**src/rtl/note_scheduler.sv**
```systemverilog
// note_scheduler: frame timing, game-state FSM, lives/level tracking and
// LFSR lane selection that feeds spawn pulses to the four tile columns.
module note_scheduler #(
    parameter int unsigned FRAME_DIV        = 833333,
    parameter int unsigned START_INTERVAL   = 60,
    parameter int unsigned MIN_INTERVAL     = 15,
    parameter int unsigned INTERVAL_STEP    = 5,
    parameter int unsigned HITS_PER_LEVEL   = 10,
    parameter int unsigned INIT_LIVES       = 3,
    parameter int unsigned COUNTDOWN_FRAMES = 180,
    parameter logic [7:0]  LFSR_SEED        = 8'hA5
) (
    input  logic       clk,
    input  logic       reset_n,
    input  logic       start_btn,
    input  logic [3:0] col_busy,
    input  logic [3:0] hit,
    input  logic [3:0] miss,
    output logic       frame_tick,
    output logic [3:0] spawn,
    output logic [1:0] game_state,
    output logic       play_en,
    output logic [2:0] lives,
    output logic [3:0] level,
    output logic [3:0] fall_speed
);
    typedef enum logic [1:0] {
        IDLE      = 2'd0,
        COUNTDOWN = 2'd1,
        PLAY      = 2'd2,
        OVER      = 2'd3
    } state_t;

    localparam int DIV_W = $clog2(FRAME_DIV + 1);
    localparam int CD_W  = $clog2(COUNTDOWN_FRAMES + 1);
    localparam logic [DIV_W-1:0] DIV_LAST = DIV_W'(FRAME_DIV - 1);
    localparam logic [CD_W-1:0]  CD_LAST  = CD_W'(COUNTDOWN_FRAMES - 1);
    localparam logic [7:0]       HPL      = 8'(HITS_PER_LEVEL);

    state_t           state, state_nx;
    logic [DIV_W-1:0] div_cnt;
    logic [CD_W-1:0]  cd_cnt;
    logic [7:0]       int_cnt;
    logic [7:0]       hit_cnt;
    logic [7:0]       lfsr;
    logic [3:0]       spawn_q;
    logic             start_q;

    logic        start_edge;
    logic        enter_cd;
    logic        spawn_due;
    logic [11:0] step_total;
    logic [7:0]  interval;
    logic [7:0]  int_last;
    logic [2:0]  pop_hit;
    logic [2:0]  pop_miss;
    logic [7:0]  hit_sum;
    logic        level_up;
    logic [2:0]  lives_nx;
    logic [3:0]  pick;
    logic [1:0]  lane;
    logic        found;

    function automatic logic [2:0] pop4(input logic [3:0] v);
        return {2'b0, v[0]} + {2'b0, v[1]} + {2'b0, v[2]} + {2'b0, v[3]};
    endfunction

    assign start_edge = start_btn & ~start_q;
    assign enter_cd   = (state == IDLE) && start_edge;

    // Clamp before subtracting so a high level never wraps the interval.
    assign step_total = 12'(level) * 12'(INTERVAL_STEP);
    assign interval   = (step_total + 12'(MIN_INTERVAL) >= 12'(START_INTERVAL))
                      ? 8'(MIN_INTERVAL)
                      : 8'(12'(START_INTERVAL) - step_total);
    assign int_last   = interval - 8'd1;
    assign spawn_due  = (state == PLAY) && frame_tick && (int_cnt == int_last);

    assign pop_hit  = pop4(hit);
    assign pop_miss = pop4(miss);
    assign hit_sum  = hit_cnt + {5'b0, pop_hit};
    assign level_up = (hit_sum >= HPL);
    assign lives_nx = (pop_miss >= lives) ? 3'd0 : lives - pop_miss;

    always_comb begin
        pick  = '0;
        found = 1'b0;
        lane  = lfsr[1:0];
        for (int k = 0; k < 4; k++) begin
            lane = lfsr[1:0] + 2'(k);
            if (!found && !col_busy[lane]) begin
                pick[lane] = 1'b1;
                found      = 1'b1;
            end
        end
    end

    always_comb begin
        state_nx = state;
        unique case (state)
            IDLE:      if (start_edge) state_nx = COUNTDOWN;
            COUNTDOWN: if (frame_tick && cd_cnt == CD_LAST) state_nx = PLAY;
            PLAY:      if (lives == 3'd0) state_nx = OVER;
            OVER:      if (start_edge) state_nx = IDLE;
            default:   state_nx = IDLE;
        endcase
    end

    always_ff @(posedge clk or negedge reset_n) begin
        if (!reset_n) state <= IDLE;
        else          state <= state_nx;
    end

    always_ff @(posedge clk or negedge reset_n) begin
        if (!reset_n) begin
            div_cnt    <= '0;
            frame_tick <= 1'b0;
            cd_cnt     <= '0;
            int_cnt    <= '0;
            hit_cnt    <= '0;
            lfsr       <= LFSR_SEED;
            spawn_q    <= '0;
            start_q    <= 1'b0;
            lives      <= 3'(INIT_LIVES);
            level      <= '0;
        end else begin
            start_q    <= start_btn;
            lfsr       <= {lfsr[6:0], lfsr[7] ^ lfsr[5] ^ lfsr[4] ^ lfsr[3]};
            frame_tick <= (div_cnt == DIV_LAST);
            div_cnt    <= (div_cnt == DIV_LAST) ? '0 : div_cnt + 1'b1;
            spawn_q    <= spawn_due ? pick : 4'b0;

            if (state == COUNTDOWN && frame_tick) cd_cnt <= cd_cnt + 1'b1;

            if (enter_cd) begin
                lives   <= 3'(INIT_LIVES);
                level   <= '0;
                hit_cnt <= '0;
                int_cnt <= '0;
                cd_cnt  <= '0;
            end

            if (state == PLAY) begin
                lives   <= lives_nx;
                hit_cnt <= level_up ? hit_sum - HPL : hit_sum;
                if (level_up && level != 4'd15) level <= level + 1'b1;
                if (frame_tick) int_cnt <= spawn_due ? 8'd0 : int_cnt + 8'd1;
            end
        end
    end

    assign game_state = state;
    assign play_en    = (state == PLAY);
    assign spawn      = play_en ? spawn_q : 4'b0;
    assign fall_speed = 4'd1 + {1'b0, level[3:1]};
endmodule

```
**config.mk**
```make
export PLATFORM = sky130hd
export DESIGN_NAME = note_scheduler
export DESIGN_NICKNAME = d
export VERILOG_FILES = /design/src/rtl/note_scheduler.sv
export SDC_FILE = /design/constraint.sdc
export NUM_CORES = 1
export LEC_CHECK = 0
export BUFFER_PORTS_ARGS = -buffer_cell sky130_fd_sc_hd__buf_2
export CAP_MARGIN = 20
export CORE_MARGIN = 4
export CORE_UTILIZATION = 35
export CTS_BUF_LIST = sky130_fd_sc_hd__clkbuf_4 sky130_fd_sc_hd__clkbuf_8
export CTS_CLUSTER_DIAMETER = 100
export DETAILED_ROUTE_END_ITERATION = 10
export SLEW_MARGIN = 20
export SYNTH_ARGS = -nofsm -noshare
export SYNTH_HDL_FRONTEND = slang
export SYNTH_SLANG_ARGS = --single-unit
```
**constraint.sdc**
```tcl
create_clock -name clk -period 5.4 [get_ports clk]
set_input_delay 0.81 -clock clk [delete_from_list [all_inputs] [get_ports clk]]
set_output_delay 0.81 -clock clk [all_outputs]
set_load 0.02 [all_outputs]
```
After elaboration in Yosys (flattened, before gate mapping)
Index checks and enable logic that the tools add are counted.
{ "word_totals": {"ff_bits": 67} }
{ "classes": {"n_addsub": 20, "n_mul": 1, "n_lt_le_gt_ge": 11, "n_eq_ne": 11, "mux": 47, "bitwise_logic": 8, "n_reduce_logical": 23} }
{ "ops": {"columns": ["op", "count"], "rows": [
  ["8-bit two-way mux", 10],
  ["4-bit two-way mux", 9],
  ["20-bit by 1-bit adder with 20-bit output, second input constant", 1],
  ["20-bit == test, second input constant", 1],
  ["20-bit two-way mux", 1],
  ["8-bit by 1-bit adder with 8-bit output, second input constant", 2],
  ["1-bit logical AND", 13],
  ["2-bit by 3-bit < comparator with 1-bit output, second input constant", 4],
  ["4-bit OR", 3],
  ["1-bit two-way mux", 11],
  ["3-bit two-way mux", 3],
  ["7-bit by 4-bit adder with 8-bit output, second input constant", 1],
  ["8-bit by 3-bit adder with 8-bit output", 1],
  ["1-bit binary-select mux with 2-bit select", 4],
  ["1-bit demux with 2-bit select", 4],
  ["8-bit == test", 1],
  ["8-bit == test, second input constant", 1],
  ["2-bit by 1-bit greater-or-equal comparator with 1-bit output, second input constant", 4],
  ["8-bit by 4-bit greater-or-equal comparator with 1-bit output, second input constant", 1],
  ["8-bit by 6-bit greater-or-equal comparator with 1-bit output, second input constant", 1],
  ["2-bit two-way mux", 4],
  ["2-bit case mux with 4 select lines", 1],
  ["6-bit by 7-bit subtractor with 8-bit output, first input constant", 1],
  ["8-bit by 1-bit subtractor with 8-bit output, second input constant", 1],
  ["24 further kinds", 38]
]} }

Longest topological paths before layout
{ "depth": {"word_depth": 13, "depth_mapped": 16} }

Worst setup path after synthesis
OpenSTA, ideal clock, no wires.
{ "synth_path": {"kind": "reg2reg", "startpoint": "register level[1]", "endpoint": "register spawn_q[0]", "setup_ns": 0.078, "t_arrival_ns": 4.202, "required_time_ns": 5.322, "slack_ns": 1.121, "path_stages_with_launch": 16, "path_cell_list": "dfrtp_1 ha_1 ha_1 fa_1 or3_1 nor3_2 mux2i_4 nor3_1 ha_1 xor2_1 nor3b_1 nand2b_1 a221oi_1 nand3_1 a2111oi_2 a21boi_1"} }
{ "synth_between": {"elab_chain_cells": 8, "word_cells_on_any_way": 9} }
{ "synth_lines": {"columns": ["item", "line", "text"], "rows": [
  ["start, declared", "24", "output logic [3:0] level,"],
  ["start signal, assigned", "146", "if (level_up && level != 4'd15) level <= level + 1'b1;"],
  ["4-bit by 3-bit multiplier with 7-bit output *", "72", "assign step_total = 12'(level) * 12'(INTERVAL_STEP);"],
  ["7-bit by 4-bit adder with 8-bit output", "73", "assign interval = (step_total + 12'(MIN_INTERVAL) >= 12'(START_INTERVAL))"],
  ["8-bit by 6-bit greater-or-equal comparator with 1-bit output", "73", null],
  ["8-bit two-way mux *", "74", "? 8'(MIN_INTERVAL)"],
  ["8-bit by 1-bit subtractor with 8-bit output *", "76", "assign int_last = interval - 8'd1;"],
  ["8-bit == test *", "77", "assign spawn_due = (state == PLAY) && frame_tick && (int_cnt == int_last);"],
  ["1-bit logical AND *", "77", null],
  ["4-bit two-way mux *", "131", "spawn_q <= spawn_due ? pick : 4'b0;"],
  ["end signal, assigned", "131", null],
  ["end, declared", "46", "logic [3:0] spawn_q;"]
]} }
Mark *: on every way between the ends. The rest lies on a longest branch, timed or not.
A chain may end at the register's enable or synchronous reset.

Worst setup path after layout
{ "layout_path": {"startpoint": "register level[3]", "endpoint": "register spawn_q[0]"} }
Same word-level chain as after synthesis.

==> impl_metrics.tcl <==
set metrics [dict create \
    status "finished, final reports clean" \
    crit_chain "ha_1 > ha_1 > fa_1 > inv_1 > nor3_2 > mux2i_4 > nor3_1 > ha_1 > xor2_1 > nor3b_1 > nand2b_1 > a221oi_1 > nand3_1 > a2111oi_2 > a21boi_1" \
    cp_slowest_cell "fa_1" \
    netlist_area_um2 4770 \
    fin_tns_setup_ns 0 \
    h-tree-depth 3 \
    finalClockSkew_ns 0.00781 \
    finalNonFillerCells 731 \
    syn_nets 569 \
    synthArstFlopShare_pct 100 \
    wirelength_um 10200 \
    relSlewSlack_pct 43.6 \
    synth-main-ff-cell "dfrtp_1" \
    die_y_um 125 \
    portBuffers 33 \
    numCtsBuffers 9 \
    switchingPower_mw 1.07 \
    reg2reg_depth 15 \
    place_area_um2 5120 \
    wl_per_cell_um 14.0 \
    power.internal_mw 1.30 \
    path_clk_slew_ns 0.07 \
    synthAdderAreaFrac_pct 10.4 \
    fp.coreArea_um2 13300 \
    crit_path_start_kind "register" \
    avgSynthCellArea_um2 9.21 \
    syn_inst 518 \
    antenna_found_initial 0 \
    drc 0 \
    p_per_area_nw_per_um2 448 \
    die_area_um2 15600 \
    rsz0062_at_grt "no" \
    min_path_cells 0 \
    synth_top_cell_by_area "dfrtp_1" \
    area_growth_pct 11.0 \
    post-route-cell-area_um2 5290 \
    synth_warnings 0 \
    grt_pass1_wl_um 18100 \
    maxCapViolCount 0 \
    cp.required_ns 5.67 \
    dp_slack_ns 0.395 \
    initial_core_util_pct 35.9 \
    gp_congestion 0.883 \
    seq_area_frac_synth_pct 35.3 \
    muxShareOfSynthArea_pct 2.26 \
    dr.pass1.iters 4 \
    drive_gt1_share_pct 15.5 \
    min_period_over_period_pct 91.0 \
    setup.worst_path.class "reg -> reg" \
    drt_iter0_drc 285 \
    die_x_um 125 \
    place_hpwl_um 7530 \
    path_max_fanout 11 \
    max_stage_delay_ns 0.71 \
    grt_remaining_overflow 0 \
    ioPinCount 34 \
    cts_setup_buffers 0 \
    setup_viol 0 \
    clk_latency_ns 0.35 \
    leakage_nw 2.31 \
    dp.cells 715 \
    ir_drop_v 0.000161 \
    synth-compound-area-share_pct 15.4 \
    vias 3872 \
    power_frac_clock_pct 15.7 \
    cpMostUsedCell "ha_1" \
    end_kind "register" \
    antenna_cells 0 \
    first_global_vias 3833 \
    period_needed_ns 4.92 \
    p_sw_share_pct 45.3 \
    grt.total_usage_pct 13.7 \
    rows 42 \
    max_freq_mhz 203 \
    report.final.slew_viol_count 0 \
    synth.area.top_cells "dfrtp_1, ha_1, xnor2_1" \
    clock-sinks 67 \
    clock_path_buffers 2 \
    synthSimpleGateAreaFrac_pct 23.8 \
    p_seq_share_pct 27.5 \
    synth_top_area_share_pct 32.0 \
    combPwrFrac_pct 56.8 \
    viasPerCell 5.30 \
    cts_tree "built" \
    hold_viol_final 0 \
    synth_top_family_by_area "simple AND/OR/NAND/NOR gates" \
    arrival_ns 5.19 \
    setup_ws_ns 0.485 \
    ys_seq_elements 67 \
    grt_max_degree 68 \
    yosysUniqueCellTypes 72 \
    synthXorXnorAreaFrac_pct 9.08 \
    cts-root-buf "clkbuf_8" \
    worst_pin_slew_ns 0.846 \
    nNetsFinal 601 \
    hp-class "reg -> reg" \
    antenna_left 0 \
    synth_edf_count 0 \
]
## timing repair
item,CTS,global route
gates resized for setup,0,1
hold buffers,0,0
endpoints found under the setup margin,0,5
## layout by cell type (no fill, tap or decap), types with 3 or more instances in the layout
master / synthesis / layout
and2_1: 9 / 9
nor4b_2: 3 / 3
nor4b_1: 3 / 3
xnor2_1: 25 / 25
nor2b_1: 6 / 6
or4_1: 4 / 4
nand2b_1: 9 / 9
buf_2: 5 / 33
and3_1: 12 / 12
mux2i_1: 4 / 4
ha_1: 30 / 30
o31ai_1: 9 / 9
clkbuf_4: 0 / 3
o22ai_1: 6 / 6
o211ai_1: 5 / 5
clkinvlp_4: 0 / 3
clkbuf_8: 0 / 9
inv_1: 27 / 27
or2_2: 3 / 3
o211a_1: 3 / 3
nand4_1: 6 / 6
dfstp_2: 6 / 6
a21boi_1: 4 / 4
a21oi_1: 17 / 17
nand2_1: 45 / 45
xor2_1: 20 / 20
nor3_1: 15 / 15
fa_1: 6 / 6
dfrtp_1: 61 / 60
or3_1: 7 / 7
nor2_1: 48 / 48
o21ai_0: 29 / 29
a222oi_1: 4 / 4
buf_4: 0 / 4
nand3_1: 24 / 24
## kinds of logic after synthesis
family | count (synthesis)
buf+inv | 44
fa+ha+maj | 36
compound gates | 103
flops | 67
xor+xnor | 47
simple gates | 213
mux | 8
## final timing paths
check	endpoint	startpoint	slack, ns
min reg2reg	lfsr[7]	lfsr[6]	0.36
min	lfsr[7]	lfsr[6]	0.36
min in group asynchronous	spawn_q[3]	reset_n	0.65
max in group asynchronous	level[3]	reset_n	4.16
max reg2reg	spawn_q[0]	level[3]	0.48
max	spawn_q[0]	level[3]	0.48
## registers in the layout, indices dropped and copies added, names as in the netlist
register,cells
lives,3
div_cnt,20
spawn_q,4
level,4
lfsr,8
int_cnt,8
start_q,1
hit_cnt,8
frame_tick,1
game_state,2
cd_cnt,8
## synthesized netlist by cell type, types with 3 or more instances
library cell,n
a21boi_1,4
or4_1,4
xnor2_1,25
o211a_1,3
and3_1,12
o211ai_1,5
o22ai_1,6
o21ai_0,29
nor2b_1,6
ha_1,30
nand4_1,6
clkbuf_1,10
buf_2,5
a222oi_1,4
or3_1,7
nor2_1,48
mux2i_1,4
dfstp_2,6
nor3_1,15
or2_2,3
inv_1,27
nor4_1,3
nand2_1,45
fa_1,6
nor4b_2,3
dfrtp_1,61
and2_1,9
xor2_1,20
nand3_1,24
nor4b_1,3
nand2b_1,9
o31ai_1,9
a21oi_1,17
## critical path, delay by kind of cell (launching register included)
family / cells / cell delay, ns
adder cells (fa/ha/maj): 4 / 1.50
multiplexers: 1 / 0.16
XOR/XNOR: 1 / 0.29
AND/OR/NAND/NOR: 5 / 1.17
AO/OA/AOI/OAI: 3 / 1.08
flip-flops: 1 / 0.51
buffers and inverters: 1 / 0.11
## metrics by stage
stage	hold WS (ns)	total power [mW]	util, %
after floorplan	0.333	1.72	-
after global placement	0.339	1.97	38.5
after detailed placement	0.342	2.00	38.5
after CTS	0.361	2.39	39.8
after global routing	0.365	2.59	39.8
final	0.360	2.37	39.8
## routing by layer
layer | wire length, µm | share of wire (%) | track usage [%] | up-vias
li1 | - | - | - | 1918
met1 | 4920 | 48 | 18.2 | 1879
met2 | 4910 | 48 | 22.1 | 69
met3 | 353 | 3.4 | 3.99 | 6
met4 | 55 | 0.54 | 3.22 | 0
met5 | 0 | 0 | 0 | -
## power by group through the flow
stage	Combinational [mW]	Clock (mW)	Sequential (mW)
2_1_floorplan	1.04	0	0.672
3_3_place_gp	1.31	0	0.658
3_5_place_dp	1.34	0	0.662
4_1_cts	1.35	0.388	0.653
5_1_grt	1.51	0.412	0.668
6_report	1.35	0.372	0.653
## layout make-up
class	count	area, µm²
Inverter	28	105
Multi-Input combinational cell	407	2910
Sequential cell	67	1690
Clock buffer	12	146
Tap cell	176	220
Timing Repair Buffer	37	195
Fill cell	1320	8000
Clock inverter	4	27.5
Note: power is estimated with default switching activity, not from simulation.
